<file path="config.mk">
export PLATFORM = sky130hd
export DESIGN_NAME = matmul_operand_skewer
export DESIGN_NICKNAME = d
export VERILOG_FILES = /design/src/rtl/matmul_operand_skewer.sv
export SDC_FILE = /design/constraint.sdc
export NUM_CORES = 1
export LEC_CHECK = 0
export BUFFER_PORTS_ARGS = -buffer_cell sky130_fd_sc_hd__buf_2
export CAP_MARGIN = 20
export CORE_ASPECT_RATIO = 1.25
export CORE_MARGIN = 5
export CORE_UTILIZATION = 59
export DETAILED_ROUTE_END_ITERATION = 6
export PLACE_DENSITY = 0.84
export SETUP_SLACK_MARGIN = 0.4
export SLEW_MARGIN = 5
export SYNTH_ARGS = -nofsm -noshare
export SYNTH_HDL_FRONTEND = slang
export SYNTH_SLANG_ARGS = --single-unit
export TNS_END_PERCENT = 20
</file>
<file path="constraint.sdc">
create_clock -name clk_i -period 7.95 [get_ports clk_i]
set_clock_uncertainty 0.05 [all_clocks]
set_input_delay 0.795 -clock clk_i [delete_from_list [all_inputs] [get_ports clk_i]]
set_output_delay 0.795 -clock clk_i [all_outputs]
set_load 0.02 [all_outputs]
</file>
<file path="src/rtl/matmul_operand_skewer.sv">
// rtl/matmul_operand_skewer.sv - diagonal operand skewer feeding the systolic matmul PE array; optional stall counter under MATMUL_SKEW_STALL_CNT_EN
module matmul_operand_skewer #(
  parameter  int BUS_WIDTH  = 32,
  parameter  int DATA_WIDTH = 8,
  parameter  int MAX_DIM    = BUS_WIDTH / DATA_WIDTH,
  localparam int CW         = $clog2(MAX_DIM) + 1
) (
  input  logic                 clk_i,
  input  logic                 rst_i,
  input  logic                 start_i,
  input  logic [CW-1:0]        k_len_i,
  input  logic [CW-1:0]        n_dim_i,
  input  logic                 col_valid_i,
  output logic                 col_ready_o,
  input  logic [BUS_WIDTH-1:0] col_data_i,
  output logic                 skew_valid_o,
  output logic [BUS_WIDTH-1:0] skew_data_o,
`ifdef MATMUL_SKEW_STALL_CNT_EN
  output logic [15:0]          stall_cnt_o,
`endif
  output logic                 busy_o,
  output logic                 done_o
);

  typedef enum logic [1:0] {
    S_IDLE  = 2'd0,
    S_FEED  = 2'd1,
    S_DRAIN = 2'd2,
    S_DONE  = 2'd3
  } state_t;

  state_t        state_q;
  logic [CW-1:0] k_len_q;
  logic [CW-1:0] n_dim_q;
  logic [CW-1:0] acc_cnt_q;
  logic [CW-1:0] drn_cnt_q;
  logic          col_ready_q;
  logic          busy_q;
  logic          done_q;
  logic          skew_valid_q;

  logic [CW-1:0] k_len_d;
  logic [CW-1:0] n_dim_d;
  logic          accept;
  logic          advance;

  // Zero or oversize lengths fall back to the full array dimension.
  assign k_len_d = ((k_len_i == '0) || (k_len_i > CW'(MAX_DIM))) ? CW'(MAX_DIM) : k_len_i;
  assign n_dim_d = ((n_dim_i == '0) || (n_dim_i > CW'(MAX_DIM))) ? CW'(MAX_DIM) : n_dim_i;

  // col_ready_q is only high in FEED, so an accept can only happen there.
  assign accept  = col_ready_q & col_valid_i;
  assign advance = accept | (state_q == S_DRAIN);

  // Control FSM with registered handshake/status outputs.
  always_ff @(posedge clk_i) begin
    if (rst_i) begin
      state_q     <= S_IDLE;
      k_len_q     <= '0;
      n_dim_q     <= '0;
      acc_cnt_q   <= '0;
      drn_cnt_q   <= '0;
      col_ready_q <= 1'b0;
      busy_q      <= 1'b0;
      done_q      <= 1'b0;
    end else begin
      done_q <= 1'b0;
      case (state_q)
        S_IDLE: begin
          if (start_i) begin
            k_len_q     <= k_len_d;
            n_dim_q     <= n_dim_d;
            acc_cnt_q   <= '0;
            drn_cnt_q   <= '0;
            col_ready_q <= 1'b1;
            busy_q      <= 1'b1;
            state_q     <= S_FEED;
          end
        end
        S_FEED: begin
          if (col_valid_i) begin
            acc_cnt_q <= acc_cnt_q + CW'(1);
            if ((acc_cnt_q + CW'(1)) == k_len_q) begin
              col_ready_q <= 1'b0;
              if (MAX_DIM == 1) begin
                busy_q  <= 1'b0;
                done_q  <= 1'b1;
                state_q <= S_DONE;
              end else begin
                state_q <= S_DRAIN;
              end
            end
          end
        end
        S_DRAIN: begin
          if (drn_cnt_q == CW'(MAX_DIM - 2)) begin
            drn_cnt_q <= '0;
            busy_q    <= 1'b0;
            done_q    <= 1'b1;
            state_q   <= S_DONE;
          end else begin
            drn_cnt_q <= drn_cnt_q + CW'(1);
          end
        end
        default: begin
          state_q <= S_IDLE;
        end
      endcase
    end
  end

  // Output valid marks that the chains advanced on the previous edge.
  always_ff @(posedge clk_i) begin
    if (rst_i) begin
      skew_valid_q <= 1'b0;
    end else begin
      skew_valid_q <= advance;
    end
  end

  for (genvar i = 0; i < MAX_DIM; i++) begin : g_lane
    logic [DATA_WIDTH-1:0] chain_q [0:i];
    logic [DATA_WIDTH-1:0] head_d;

    // Lanes beyond the active row count, and every drain advance, feed zeros.
    assign head_d = (accept && (CW'(i) < n_dim_q)) ? col_data_i[i*DATA_WIDTH +: DATA_WIDTH]
                                                   : '0;

    // Lane i is a shift chain of i+1 stages moved by the shared advance.
    always_ff @(posedge clk_i) begin
      if (rst_i) begin
        for (int j = 0; j <= i; j++) begin
          chain_q[j] <= '0;
        end
      end else if (advance) begin
        chain_q[0] <= head_d;
        for (int j = 1; j <= i; j++) begin
          chain_q[j] <= chain_q[j-1];
        end
      end
    end

    assign skew_data_o[i*DATA_WIDTH +: DATA_WIDTH] = chain_q[i];
  end

`ifdef MATMUL_SKEW_STALL_CNT_EN
  logic [15:0] stall_cnt_q;

  // Counts upstream bubbles while feeding; value is kept in IDLE for readback.
  always_ff @(posedge clk_i) begin
    if (rst_i) begin
      stall_cnt_q <= '0;
    end else if ((state_q == S_IDLE) && start_i) begin
      stall_cnt_q <= '0;
    end else if ((state_q == S_FEED) && !col_valid_i && (stall_cnt_q != 16'hFFFF)) begin
      stall_cnt_q <= stall_cnt_q + 16'd1;
    end
  end

  assign stall_cnt_o = stall_cnt_q;
`endif

  assign col_ready_o  = col_ready_q;
  assign skew_valid_o = skew_valid_q;
  assign busy_o       = busy_q;
  assign done_o       = done_q;

endmodule

</file>
* Word-level counts from Yosys, hierarchy flattened *
Memories as Yosys holds them, arrays and structs flattened.
Cells that the tools add are included.

cells by class
  add/sub/neg operators = 2
  magnitude comparators = 6
  equal/unequal tests = 8
  mux-type cells = 39
  bitwise gates (word level) = 12
  reduce and logical (&&, ||, !) cells = 19

operators by type and width
  cell                 count
  $mux 8               14
  $mux 3               5
  $pmux 3 s2           2
  $mux 1               11
  $or 1x1->1           10
  $mux 2               4
  $reduce_and 4->1     2
  $reduce_or 8->1      1
  $add 3x1->3 const B  2
  $gt 3x3->1 const B   2
  $logic_not 3->1      2
  $lt 1x3->1 const A   2
  $lt 2x3->1 const A   2
  $ne 2x2->1 const B   3
  $pmux 2 s3           1
  $reduce_and 3->1     2
  $logic_and 1x1->1    4
  $pmux 1 s2           2
  $reduce_and 2->1     2
  $reduce_bool 2->1    2
  $eq 3x2->1 const B   1
  $eq 3x3->1           1
  $eq 2x1->1 const B   1
  $eq 2x2->1 const B   1
  other kinds (6)      7

word-level totals
  bits in registers = 18
  bits in writable memories = 80
  input bits = 42
  output and inout port bits = 36
  logic and storage cells = 99
  memories kept = 4

memories
  memory             depth  bits a word  read ports  clocked after Yosys merged registers in  write ports  line  text
  g_lane[3].chain_q  4      8            4           0                                        4            122   logic [DATA_WIDTH-1:0] chain_q [0:i];
  g_lane[2].chain_q  3      8            3           0                                        3            122
  g_lane[1].chain_q  2      8            2           0                                        2            122
  g_lane[0].chain_q  1      8            1           0                                        1            122

* Depth between registers and ports, before layout *
  word-level depth = 7
  depth in mapped cells = 8
  depth with buffers taken out = 6

* Worst setup path after synthesis *
OpenSTA, ideal clock, no wires.

  path type = input to register
  start point = input rst_i
  end point = memory g_lane[0].chain_q[0][0] (enable)
  setup time = 452 ps
  arrival time = 3,022 ps
  required time = 7,448 ps
  setup slack = 4,426 ps
  cell stages on the path = 2
  buffers on the path = 1
  path through = clkbuf_1 -> nand2b_1

between the ends
  longest elaborated chain between the ends = 4
  elaborated cells between the ends (all ways) = 6
  classes of those cells = 5 x mux; 1 x reduce/logical

ends and longest elaborated chain
  item                              line  text
  start: declaration                9     input logic rst_i,
  $mux 1                            131   if (rst_i) begin
  $mux 1 (not written as such)      136   chain_q[0] <= head_d;
  $reduce_or 8->1 (no source line)  --
  $mux 1 (no source line) *         --
  end: declaration                  122

Every way passes the cells marked *; elsewhere a longest branch is shown, timed or not.

==> impl_metrics.yaml <==
run_status:
  outcome: "finished, final reports clean"
placed_design:
  gp_congestion: 0.857
  portBuffers: 77
  hpwlAfterDp_um: 4100
power_and_ir_drop:
  p_comb_share_pct: 21.9
  swShare_pct: 28.4
  ir_drop_mv: 0.217
  p_leak_nw: 1.94
  sequentialPowerShare_pct: 53.1
  p_int_mw: 0.982
  p_total_mw: 1.37
  power.switching_mw: 0.390
  pwr-share-clk_pct: 24.9
  pwr_density_cell_nw_per_um2: 300
clock_tree:
  clock_latency_ps: 340
  root_buffer: "clkbuf_8"
  cts_inserted_buffers: 9
  postCtsSetupBuffers: 0
  post_cts_resized: 0
  numClockSinks: 98
  clkTransAtPathRegs_ps: 80
  htreeDepth: 3
  cts_buffer_depth: 2
  cts_tree: "done"
  ctsHoldBuffers: 0
worst_hold_path:
  min_path_type: "reg2reg"
  holdPathEnd: "acc_cnt_q[1]"
  whs_path_depth: 2
  min_from: "acc_cnt_q[1]"
timing:
  setup_tns_ps: 0
  max_slew_margin_pct: 34.3
  timing.hold.ws_ps: 422
  timing.fmax_mhz: 452
  report.final.slew_viol_count: 0
  hold_viol: 0
  finalCritPeriodShare_pct: 27.8
  tightest_slew_ps: 985
  fin_crit_ps: 2210
  finalSetupViolations: 0
  rsz0062_at_grt: "false"
worst_setup_path:
  critPathLaunchType: "register"
  max_stage_delay_ps: 580
  crit_path_end_kind: "register"
  arrival_ps: 2040
  r2r_setup_slack_ps: 5740
  path_max_fanout: 80
  required_ps: 7780
  r2r_start: "state_q[0]"
  crit_chain: "inv_1 -> ha_1 -> a21oi_1 -> nand2b_4"
  rr_worst_depth: 4
  crit_slowest_cell: "nand2b_4"
  critPathKind: "reg2reg"
  rr_endpoint: "g_lane[2].chain_q[0][8]"
synthesis:
  ys_ff_latch: 98
  synth.net_count: 349
  yosysWarningCount: 0
  netlist_instances: 301
  avgSynthCellArea_um2: 13.3
  synthDistinctLibCells: 33
  synth_area_um2: 4020
  ys_seq_area_share_pct: 68.8
final_layout:
  layout-area-overhead-vs-synth_pct: 14.1
  final_common_cell: "edfxtp_1"
  antenna_cells: 0
  n_fill_cell: 468
  drive_above_1_share_pct: 27.2
  nNetsFinal: 411
  final_cell_mix: "80 x edfxtp_1, 77 x buf_2, 72 x and2_1, 18 x dfxtp_1, 17 x a21oi_1"
global_route:
  grt_pass1_wl_um: 9600
  grt.total_usage_pct: 14.5
  grt_remaining_overflow: 0
  antenna_found_initial: 0
  grt_max_degree: 81
  grt_pass1_vias: 2253
detailed_routing:
  dr_total_vias: 2249
  first_pass_iters: 4
  post_drt_wl_per_cell_um: 13.1
  vias_per_cell: 4.94
  ant_nets: 0
  post-route-drc-count: 0
  routed_wl_um: 5950
  dr.first_iter.drc_count: 125
floorplanning:
  rows: 33
  dieArea_um2: 8570
  die_h_um: 102
  boundaryPins: 78
  initial_core_util_pct: 60.8
  core_area_um2: 6610
  die_w_um: 83.8
flow_run:
  maxCapViolations: 0
==> power by group through the flow <==
stage / Clock (mW) / Sequential (mW) / Combinational, mW
detailed placement: 0 / 0.742 / 0.302
global placement: 0 / 0.736 / 0.290
CTS: 0.351 / 0.731 / 0.303
floorplan: 0 / 0.773 / 0.210
finish: 0.342 / 0.729 / 0.301
global route: 0.373 / 0.743 / 0.328
==> worst max-delay path by stage <==
stage,end,start,cells after the start,slack (ps)
floorplan,g_lane[0].chain_q[0][0],rst_i,2,4430
global placement,g_lane[1].chain_q[0][10],rst_i,2,5530
detailed placement,g_lane[1].chain_q[0][9],rst_i,2,5500
CTS,g_lane[3].chain_q[3][4],state_q[0],4,5730
global route,g_lane[2].chain_q[0][16],state_q[0],4,5600
finish,g_lane[2].chain_q[0][8],state_q[0],4,5740
==> flip-flops by register name (all words and copies together) (netlist names) <==
signal / cells
acc_cnt_q: 3
busy_o: 1
col_ready_o: 1
done_o: 1
drn_cnt_q: 3
g_lane.chain_q: 80
k_len_q: 3
n_dim_q: 3
skew_valid_o: 1
state_q: 2
==> per-layer routing <==
metal	track usage [%]	up-vias	wire, µm
met5	0	-	0
met4	7.18	0	67
met3	3.87	6	327
met2	28.4	66	3400
met1	13.8	1034	2150
li1	-	1143	-
==> final cells by class <==
type | count | area (µm²) | area share [%]
clock buffers | 11 | 141 | 3.09
clock inverters | 5 | 78.8 | 1.72
inverters | 5 | 18.8 | 0.410
well taps | 87 | 109 | 2.38
repair buffers | 78 | 393 | 8.57
flip-flops and latches | 98 | 2760 | 60.3
multi-input cells | 171 | 1080 | 23.5
==> cells in the mapped netlist <==
library cell / n / area [µm²]
a211o_2: 1 / 10.0
a21boi_0: 1 / 7.51
a21oi_1: 17 / 85.1
and2_1: 72 / 450
and3_1: 8 / 50.1
and3b_1: 1 / 8.76
buf_2: 1 / 5.00
buf_4: 16 / 120
clkbuf_1: 8 / 30.0
clkbuf_2: 2 / 10.0
dfxtp_1: 18 / 360
edfxtp_1: 80 / 2400
ha_1: 6 / 75.1
inv_1: 5 / 18.8
mux2i_1: 3 / 30.0
nand2_1: 8 / 30.0
nand2b_1: 5 / 31.3
nand3_1: 2 / 10.0
nand4_1: 1 / 6.26
nor2_1: 16 / 60.1
nor2b_1: 3 / 18.8
nor3_1: 1 / 5.00
nor3b_1: 4 / 30.0
nor4b_1: 2 / 17.5
o21a_1: 1 / 7.51
o21ai_0: 6 / 30.0
o21bai_1: 1 / 7.51
or2_2: 4 / 25.0
or2b_1: 1 / 7.51
or3_1: 4 / 25.0
xnor2_1: 1 / 8.76
xnor3_1: 1 / 22.5
xor2_1: 1 / 8.76
==> per-stage QoR <==
step	utilization [%]	setup WS (ps)	instance area (µm²)	std cells
5_1_grt	69.4	5600	4580	455
3_3_place_gp	66.0	5530	4360	439
6_report	69.4	5740	4580	455
3_5_place_dp	66.0	5500	4360	439
2_1_floorplan	-	4430	4020	301
4_1_cts	69.4	5730	4580	455
==> kinds of logic (layout without fill, tap and decap cells) <==
logic type	count (synthesis)	after routing	synth area share [%]
AOI/OAI and AO/OA	27	27	3.68
adders and majority gates	6	6	1.87
muxes	3	3	0.748
buffers and inverters	32	99	4.58
and+or+nand+nor	132	132	19.3
DFF	98	98	68.8
xor gates and xnor gates	3	3	0.997
==> worst max-delay path, delay by kind of cell, from the launching register on <==
kind	cells	cell delay (ps)
AO/OA/AOI/OAI	1	330
buffers and inverters	1	70
flip-flops	1	380
AND/OR/NAND/NOR	1	580
adder cells (fa/ha/maj)	1	300
(Power assumes the default switching activity.)
